<file path="config.mk">
export PLATFORM = sky130hd
export DESIGN_NAME = pipeline_hazard_ctrl
export DESIGN_NICKNAME = d
export VERILOG_FILES = /design/src/rtl/pipeline_hazard_ctrl.sv
export SDC_FILE = /design/constraint.sdc
export NUM_CORES = 1
export LEC_CHECK = 0
export ABC_AREA = 1
export CELL_PAD_IN_SITES_DETAIL_PLACEMENT = 1
export CELL_PAD_IN_SITES_GLOBAL_PLACEMENT = 1
export CORE_MARGIN = 2
export CORE_UTILIZATION = 26
export CTS_BUF_LIST = sky130_fd_sc_hd__clkbuf_16
export DETAILED_ROUTE_END_ITERATION = 8
export PLACE_DENSITY = 0.78
export RECOVER_POWER = 25
export SYNTH_ARGS = -nofsm -noshare
export SYNTH_HDL_FRONTEND = slang
export SYNTH_SLANG_ARGS = --single-unit
</file>
<file path="constraint.sdc">
create_clock -name clk -period 1.8 [get_ports clk]
set_clock_uncertainty 0.2 [all_clocks]
set_input_delay 0.36 -clock clk [delete_from_list [all_inputs] [get_ports clk]]
set_output_delay 0.36 -clock clk [all_outputs]
set_load 0.02 [all_outputs]
</file>
<file path="src/rtl/pipeline_hazard_ctrl.sv">
// Hazard and sequencing controller for a 5-stage pipeline: stalls, bubbles,
// redirects, EX operand forwarding, halt drain and a saturating stall counter.
module pipeline_hazard_ctrl #(
  parameter int REG_AW       = 5,
  parameter int DRAIN_CYCLES = 3,
  parameter int CNT_W        = 16
) (
  input  logic              clk,
  input  logic              rst_n,
  input  logic              id_valid,
  input  logic [REG_AW-1:0] id_rs1,
  input  logic [REG_AW-1:0] id_rs2,
  input  logic              id_uses_rs1,
  input  logic              id_uses_rs2,
  input  logic              id_halt,
  input  logic              ex_valid,
  input  logic [REG_AW-1:0] ex_rs1,
  input  logic [REG_AW-1:0] ex_rs2,
  input  logic [REG_AW-1:0] ex_rd,
  input  logic              ex_reg_wrenable,
  input  logic              ex_mem_to_reg,
  input  logic              ex_jump_taken,
  input  logic              mem_valid,
  input  logic              mem_reg_wrenable,
  input  logic [REG_AW-1:0] mem_rd,
  input  logic              mem_busy,
  input  logic              wb_valid,
  input  logic              wb_reg_wrenable,
  input  logic [REG_AW-1:0] wb_rd,
  output logic              pc_en,
  output logic              if_id_en,
  output logic              if_id_flush,
  output logic              id_ex_flush,
  output logic              ex_mem_en,
  output logic [1:0]        fwd_a,
  output logic [1:0]        fwd_b,
  output logic              halted,
  output logic [CNT_W-1:0]  stall_cycles
);

  localparam int DCW = (DRAIN_CYCLES < 1) ? 1 : $clog2(DRAIN_CYCLES + 1);

  typedef enum logic [1:0] {S_RUN, S_DRAIN, S_HALTED} state_t;

  state_t           r_state, w_state_nxt;
  logic [DCW-1:0]   r_dcnt, w_dcnt_nxt;
  logic [CNT_W-1:0] r_stall_cycles;
  logic             w_stall;
  logic             w_redirect;
  logic             w_load_use;
  logic             w_unused;

  // The load flag alone identifies a load; the write-enable is not needed here.
  assign w_unused = ex_reg_wrenable;

  function automatic logic [1:0] fwd_sel(
    input logic [REG_AW-1:0] rs,
    input logic              m_v,
    input logic              m_we,
    input logic [REG_AW-1:0] m_rd,
    input logic              w_v,
    input logic              w_we,
    input logic [REG_AW-1:0] w_rd
  );
    if (m_v && m_we && (m_rd != '0) && (m_rd == rs))
      return 2'b10;
    else if (w_v && w_we && (w_rd != '0) && (w_rd == rs))
      return 2'b01;
    else
      return 2'b00;
  endfunction

  assign w_redirect = ex_jump_taken && ex_valid;
  assign w_load_use = ex_valid && ex_mem_to_reg && (ex_rd != '0) && id_valid &&
                      ((id_uses_rs1 && (id_rs1 == ex_rd)) ||
                       (id_uses_rs2 && (id_rs2 == ex_rd)));

  always_comb begin
    pc_en       = 1'b0;
    if_id_en    = 1'b0;
    if_id_flush = 1'b0;
    id_ex_flush = 1'b0;
    ex_mem_en   = 1'b0;
    halted      = 1'b0;
    fwd_a       = fwd_sel(ex_rs1, mem_valid, mem_reg_wrenable, mem_rd,
                          wb_valid, wb_reg_wrenable, wb_rd);
    fwd_b       = fwd_sel(ex_rs2, mem_valid, mem_reg_wrenable, mem_rd,
                          wb_valid, wb_reg_wrenable, wb_rd);
    w_state_nxt = r_state;
    w_dcnt_nxt  = r_dcnt;
    w_stall     = 1'b0;
    if (!rst_n) begin
      if_id_flush = 1'b1;
      id_ex_flush = 1'b1;
      fwd_a       = 2'b00;
      fwd_b       = 2'b00;
    end else begin
      case (r_state)
        S_RUN: begin
          if (mem_busy) begin
            w_stall = 1'b1;
          end else if (w_redirect) begin
            pc_en       = 1'b1;
            if_id_en    = 1'b1;
            if_id_flush = 1'b1;
            id_ex_flush = 1'b1;
            ex_mem_en   = 1'b1;
          end else if (w_load_use) begin
            id_ex_flush = 1'b1;
            ex_mem_en   = 1'b1;
            w_stall     = 1'b1;
          end else if (id_valid && id_halt) begin
            // HALT moves on to EX while fetch is cut off behind it.
            if_id_en    = 1'b1;
            if_id_flush = 1'b1;
            ex_mem_en   = 1'b1;
            w_state_nxt = S_DRAIN;
            w_dcnt_nxt  = '0;
          end else begin
            pc_en     = 1'b1;
            if_id_en  = 1'b1;
            ex_mem_en = 1'b1;
          end
        end
        S_DRAIN: begin
          if (mem_busy) begin
            w_stall = 1'b1;
          end else begin
            if_id_en    = 1'b1;
            if_id_flush = 1'b1;
            ex_mem_en   = 1'b1;
            w_dcnt_nxt  = r_dcnt + 1'b1;
            if (r_dcnt == DCW'(DRAIN_CYCLES - 1))
              w_state_nxt = S_HALTED;
          end
        end
        S_HALTED: begin
          halted = 1'b1;
        end
        default: begin
          w_state_nxt = S_RUN;
        end
      endcase
    end
  end

  // State, drain counter and stall counter registers
  always_ff @(posedge clk) begin
    if (!rst_n) begin
      r_state        <= S_RUN;
      r_dcnt         <= '0;
      r_stall_cycles <= '0;
    end else begin
      r_state <= w_state_nxt;
      r_dcnt  <= w_dcnt_nxt;
      if (w_stall && (r_stall_cycles != '1))
        r_stall_cycles <= r_stall_cycles + 1'b1;
    end
  end

  assign stall_cycles = r_stall_cycles;

endmodule

</file>
-- Word level (Yosys, flattened, before mapping)
Cells that the tools add are included.
- $add $sub $neg: 2
- eq/ne operators: 16
- multiplexer cells: 51
- bitwise gates (word level): 1
- reductions and logical operators: 26
- operators with widths (cell ; number):
    two-way mux 1 bit ; 31
    == test 5 bit ; 6
    two-way mux 2 bit ; 15
    logical AND 1 bit ; 17
    adder 16 x 1 -> 16 bit (second input constant) ; 1
    inequality test 16 bit (second input constant) ; 1
    nonzero test 5 bit ; 3
    inequality test 2 bit (second input constant) ; 6
    AND reduction 7 bit ; 1
    case mux 1 bit (2 select lines) ; 3
    case mux 2 bit (3 select lines) ; 1
    AND reduction 6 bit ; 1
    == test 2 bit (second input constant) ; 2
    case mux 2 bit (2 select lines) ; 1
    adder 2 x 1 -> 2 bit (second input constant) ; 1
    == test 2 x 1 -> 1 bit (second input constant) ; 1
    zero test 2 bit ; 1
    nonzero test 2 bit ; 1
    OR reduction 2 bit ; 1
    logical OR 1 bit ; 1
    inverter 1 bit ; 1
- flip-flop bits (word level): 20
- input bits: 50
- word-level logic and storage cells: 99

-- Longest topological paths before layout
- word-level depth: 10
- depth in mapped cells: 12

-- Worst setup path before layout
OpenSTA, ideal clock, no wires.
- kind: flip-flop to flip-flop
- start point: register r_stall_cycles[1], in the netlist stall_cycles[1]
- end point: register r_stall_cycles[8], in the netlist stall_cycles[8]
- library setup time: 135 ps
- arrival time: 1719 ps
- path slack: -254 ps
- cell stages (with the launch flop): 12
- path buffers: 1
- period minus slack after synthesis: 2054 ps
- cells stage by stage: dfxtp_1 ha_1 nand2_2 nor2_4 nand3_2 nor2_2 nand3_1 nor2_2 nor2_2 buf_2 nand3_1 a21oi_2
- longest elaborated chain between the ends: 2
- elaborated cells between the ends (all ways): 3
- those cells by class: add/sub (1); eq/ne (1); reduce/logical (1)
- ends and longest elaborated chain (item ; line ; source):
    start, declared ; 47 ; logic [CNT_W-1:0] r_stall_cycles;
    start signal, assigned ; 157 ; r_stall_cycles <= r_stall_cycles + 1'b1;
    branches (longest 2 deep; another with adder 16 x 1 -> 16 bit) ; n/a ;
Several ways; the timed one is not identified.
A chain may end at the register's enable or synchronous reset.

-- Worst setup path in the final report
- start point: input mem_rd[2]
- end point: output fwd_b[0]
- longest elaborated chain between the ends: 5
- elaborated cells between the ends (all ways): 6
- those cells by class: eq/ne (1); mux (2); reduce/logical (3)
- ends and longest elaborated chain (item ; line ; source):
    start, declared ; 25 ; input logic [REG_AW-1:0] mem_rd,
    nonzero test 5 bit ; 65 ; if (m_v && m_we && (m_rd != '0) && (m_rd == rs))
    logical AND 1 bit ; 65 ;
    logical AND 1 bit (*) ; 65 ;
    two-way mux 2 bit (*) ; 65 ;
    two-way mux 2 bit (*) ; 92 ; if (!rst_n) begin
    end, declared ; 36 ; output logic [1:0] fwd_b,
Mark *: on every way between the ends. The rest lies on a longest branch, timed or not.

==> metrics.md <==
| Metric | Value |
|---|---|
| Endpoints failing hold | `0` |
| Row count | `30` |
| Worst-path fanout max | `3` |
| FMAX | `0.4899 GHz` |
| Clock Latency Late Sink | `0.26 ns` |
| Vias/cell | `around 5` |
| Cell count after synthesis | `293` |
| Syn Area/Cell | `approximately 6 sq um` |
| WHS | `0.3148 ns` |
| Power per cell area | `406.4 nW/um^2` |
| Max Root-Sink Buffers | `2` |
| Final worst slack | `-0.2412 ns` |
| Ant. Diodes | `0` |
| Logic pwr share | `36.2%` |
| First-pass GRT wire length | `about 12 mm` |
| Final Slew Violations | `0` |
| Yosys top cell area share | `22.30%` |
| H-tree Lvls | `1` |
| Clock power frac | `32.6%` |
| Area grow syn2layout | `99.86%` |
| Post-Route WL | `7.771 mm` |
| CP required | `~1.2 ns` |
| Post-synth EDFFs | `0` |
| Leak Pwr | `0.001623 uW` |
| Vias | `2409` |
| Post-route ant nets | `0` |
| Switching share of power | `31.57%` |
| Sequential power share | `31.3%` |
| Placer Congestion | `0.7553` |
| Synth area leader | `dfxtp_1` |
| Most instantiated library cell after synthesis | `nand2_1` |
| CP max stage cell | `or2_4` |
| Drt first pass iters | `4` |
| Initial antenna violation count | `0` |
| Slew @ Worst Pin | `0.3354 ns` |
| Max VDD drop | `0.0003184 V` |
| DRC violations left | `0` |
| Initial drt markers | `44` |
| Internal power | `~1000 uW` |
| Yosys reg bits | `20` |
| Cell family with most CP delay | `buffers and inverters` |
| Input/output buffers | `74` |
| Vias in the first global route | `2613` |
| Tot GR Track Use | `around a fifth` |
| Pre-CTS setup slack | `-1.164 ns` |
| DPL Wire Length | `5.262 mm` |
| CTS tree | `yes` |
| Slew headroom | `77.58%` |
| Worst path bufs/invs | `4` |
| CP Class | `input port to primary output` |
| Die width | `87.10 um` |
| Asr flop ratio synth | `0%` |
| Largest net degree at the start of global routing | `19` |
| Status | `finished with violations` |
| Psw | `460.4 uW` |
| Core footprint | `6756 sq um` |
| Critical path's largest stage delay | `0.24 ns` |
| Post-layout min period | `between 2 and 2.5 ns` |
| Crit-path most repeated cell | `buf_4` |
| Synth cell types | `28` |
| Critical path cell sequence | `buf_8 -> buf_6 -> xor2_1 -> or2_4 -> nor4_4 -> buf_4 -> nor3_2 -> buf_4` |
| Fin crit share | `113.4%` |
| Die area | `7586 sq um` |
| Register area share after synthesis | `22.30%` |
| Worst setup EP type | `primary output` |
| Syn Nets | `345` |
| Top Ports | `76` |
| Clk pin slew, worst setup/hold paths | `0.06 ns` |
| Fillcell total | `833` |
| Post-CTS Hold Fix Bufs | `0` |
| CTS sink count | `20` |
| Starting Density | `26.57%` |
| Max-Cap Viols | `0` |
| Commonest cells post-synth | `nand2_1, inv_1, nand3_1, nor2_1, dfxtp_1` |
| Synth Warn # | `0` |
| Worst min path class | `flop to flop` |
| WL per Instance | `15.67 um` |
| Failing checks | `negative setup slack` |
| Startpoint Class | `input port` |
| Top cells by area, synth | `dfxtp_1, nand2_1, nand3_1` |
| Final setup fails | `18` |
| Total congestion overflow | `0` |
| Die span in y | `about 87 um` |
| Crit path DAT | `approximately 1.5 ns` |
| Dominant synthesized flop cell | `dfxtp_1` |
| Syn Std Cell Area | `1795 sq um` |
| Unrepaired setup endpoints after global routing | `yes` |
| Inserted Clock Buffers | `3` |
| Clock root buffer | `clkbuf_16` |
| Share of post-route cells with drive strength above 1 | `57.93%` |
| Final net count | `~470` |
worst reg2reg max path, cell delays in order (launching register included):
cell,delay [ns]
dfxtp_4,0.36
ha_4,0.17
nand2_4,0.06
nor2_4,0.04
nand3_4,0.07
nor2_4,0.04
nand3_2,0.08
nor2_4,0.05
nor2_4,0.27
buf_6,0.19
nand3_2,0.10
a21oi_2,0.16
sequential cells by signal, summed over array words and instances (netlist names):
register,cells
stall_cycles,16
r_dcnt,2
r_state,2
per-stage QoR:
| step | area [sq um] | TNS, ns | instances | utilization, % | total power [uW] |
|---|---|---|---|---|---|
| after floorplan | 1886 | -1.246 | 293 | - | 640.8 |
| after global placement | 2989 | -21.72 | 481 | 44.24 | 859.5 |
| after detailed placement | 2989 | -23.33 | 481 | 44.24 | 874.3 |
| after CTS | 3308 | -1.554 | 491 | 48.96 | 1394 |
| after global routing | 3588 | -3.107 | 496 | 53.11 | 1523 |
| final | 3588 | -1.466 | 496 | 53.11 | 1458 |
layer usage:
metal	vias to the layer above	track usage [%]	routed length [um]
li1	1176	-	-
met1	1171	22.38	3294
met2	52	38.45	4158
met3	10	2.654	237
met4	0	3.636	81
met5	-	0	0
power by group through the flow:
| stage | clock network (uW) | registers (uW) | logic (uW) |
|---|---|---|---|
| final | 475 | 456 | 528 |
| after global routing | 497 | 457 | 569 |
| after CTS | 480 | 456 | 458 |
| after detailed placement | 0 | 466 | 409 |
| after global placement | 0 | 465 | 394 |
| after floorplan | 0 | 467 | 174 |
cells by family after synthesis:
kind of cell | after synthesis | share of synthesized area [%]
DFF | 20 | 22.30
xor gates and xnor gates | 32 | 15.61
adders and majority gates | 2 | 1.394
AOI/OAI and AO/OA | 26 | 9.408
and+or+nand+nor | 172 | 42.16
buffers and inverters | 41 | 9.129
what timing repair did:
action                                  CTS  global route
resized for setup                       309            92
buffers inserted                          5             5
pin swaps                                75            56
endpoints found under the setup margin   45            28
gates cloned                              1             0
final cells by class:
class / count / area (sq um) / share of cell area, %
multi-input combinational: 233 / 1789 / 49.86
clock buffer: 3 / 75.07 / 2.092
tap: 80 / 100.1 / 2.789
clock inverter: 1 / 3.754 / 0.1046
sequential: 20 / 411.6 / 11.47
inverter: 35 / 148.9 / 4.149
timing repair buffer: 124 / 1060 / 29.53
cell usage in the layout (no fill, tap or decap), drive strengths merged, types with 5 or more instances in the layout:
master	count
a21oi	21
or2	5
nand3	35
xnor2	13
dfxtp	20
clkbuf	10
nor2	35
xor2	19
nor3	5
dlygate4sd2	19
buf	92
nand2	86
inv	35
path summary, 6_finish.rpt:
check / startpoint / cells after the start / endpoint / slack, ns
min: stall_cycles[14] / 2 / stall_cycles[14] / 0.31
max: mem_rd[2] / 8 / fwd_b[0] / -0.24
max reg2reg: stall_cycles[0] / 11 / stall_cycles[7] / -0.07
min reg2reg: stall_cycles[14] / 2 / stall_cycles[14] / 0.31
Power figures use the tool's default switching activity.
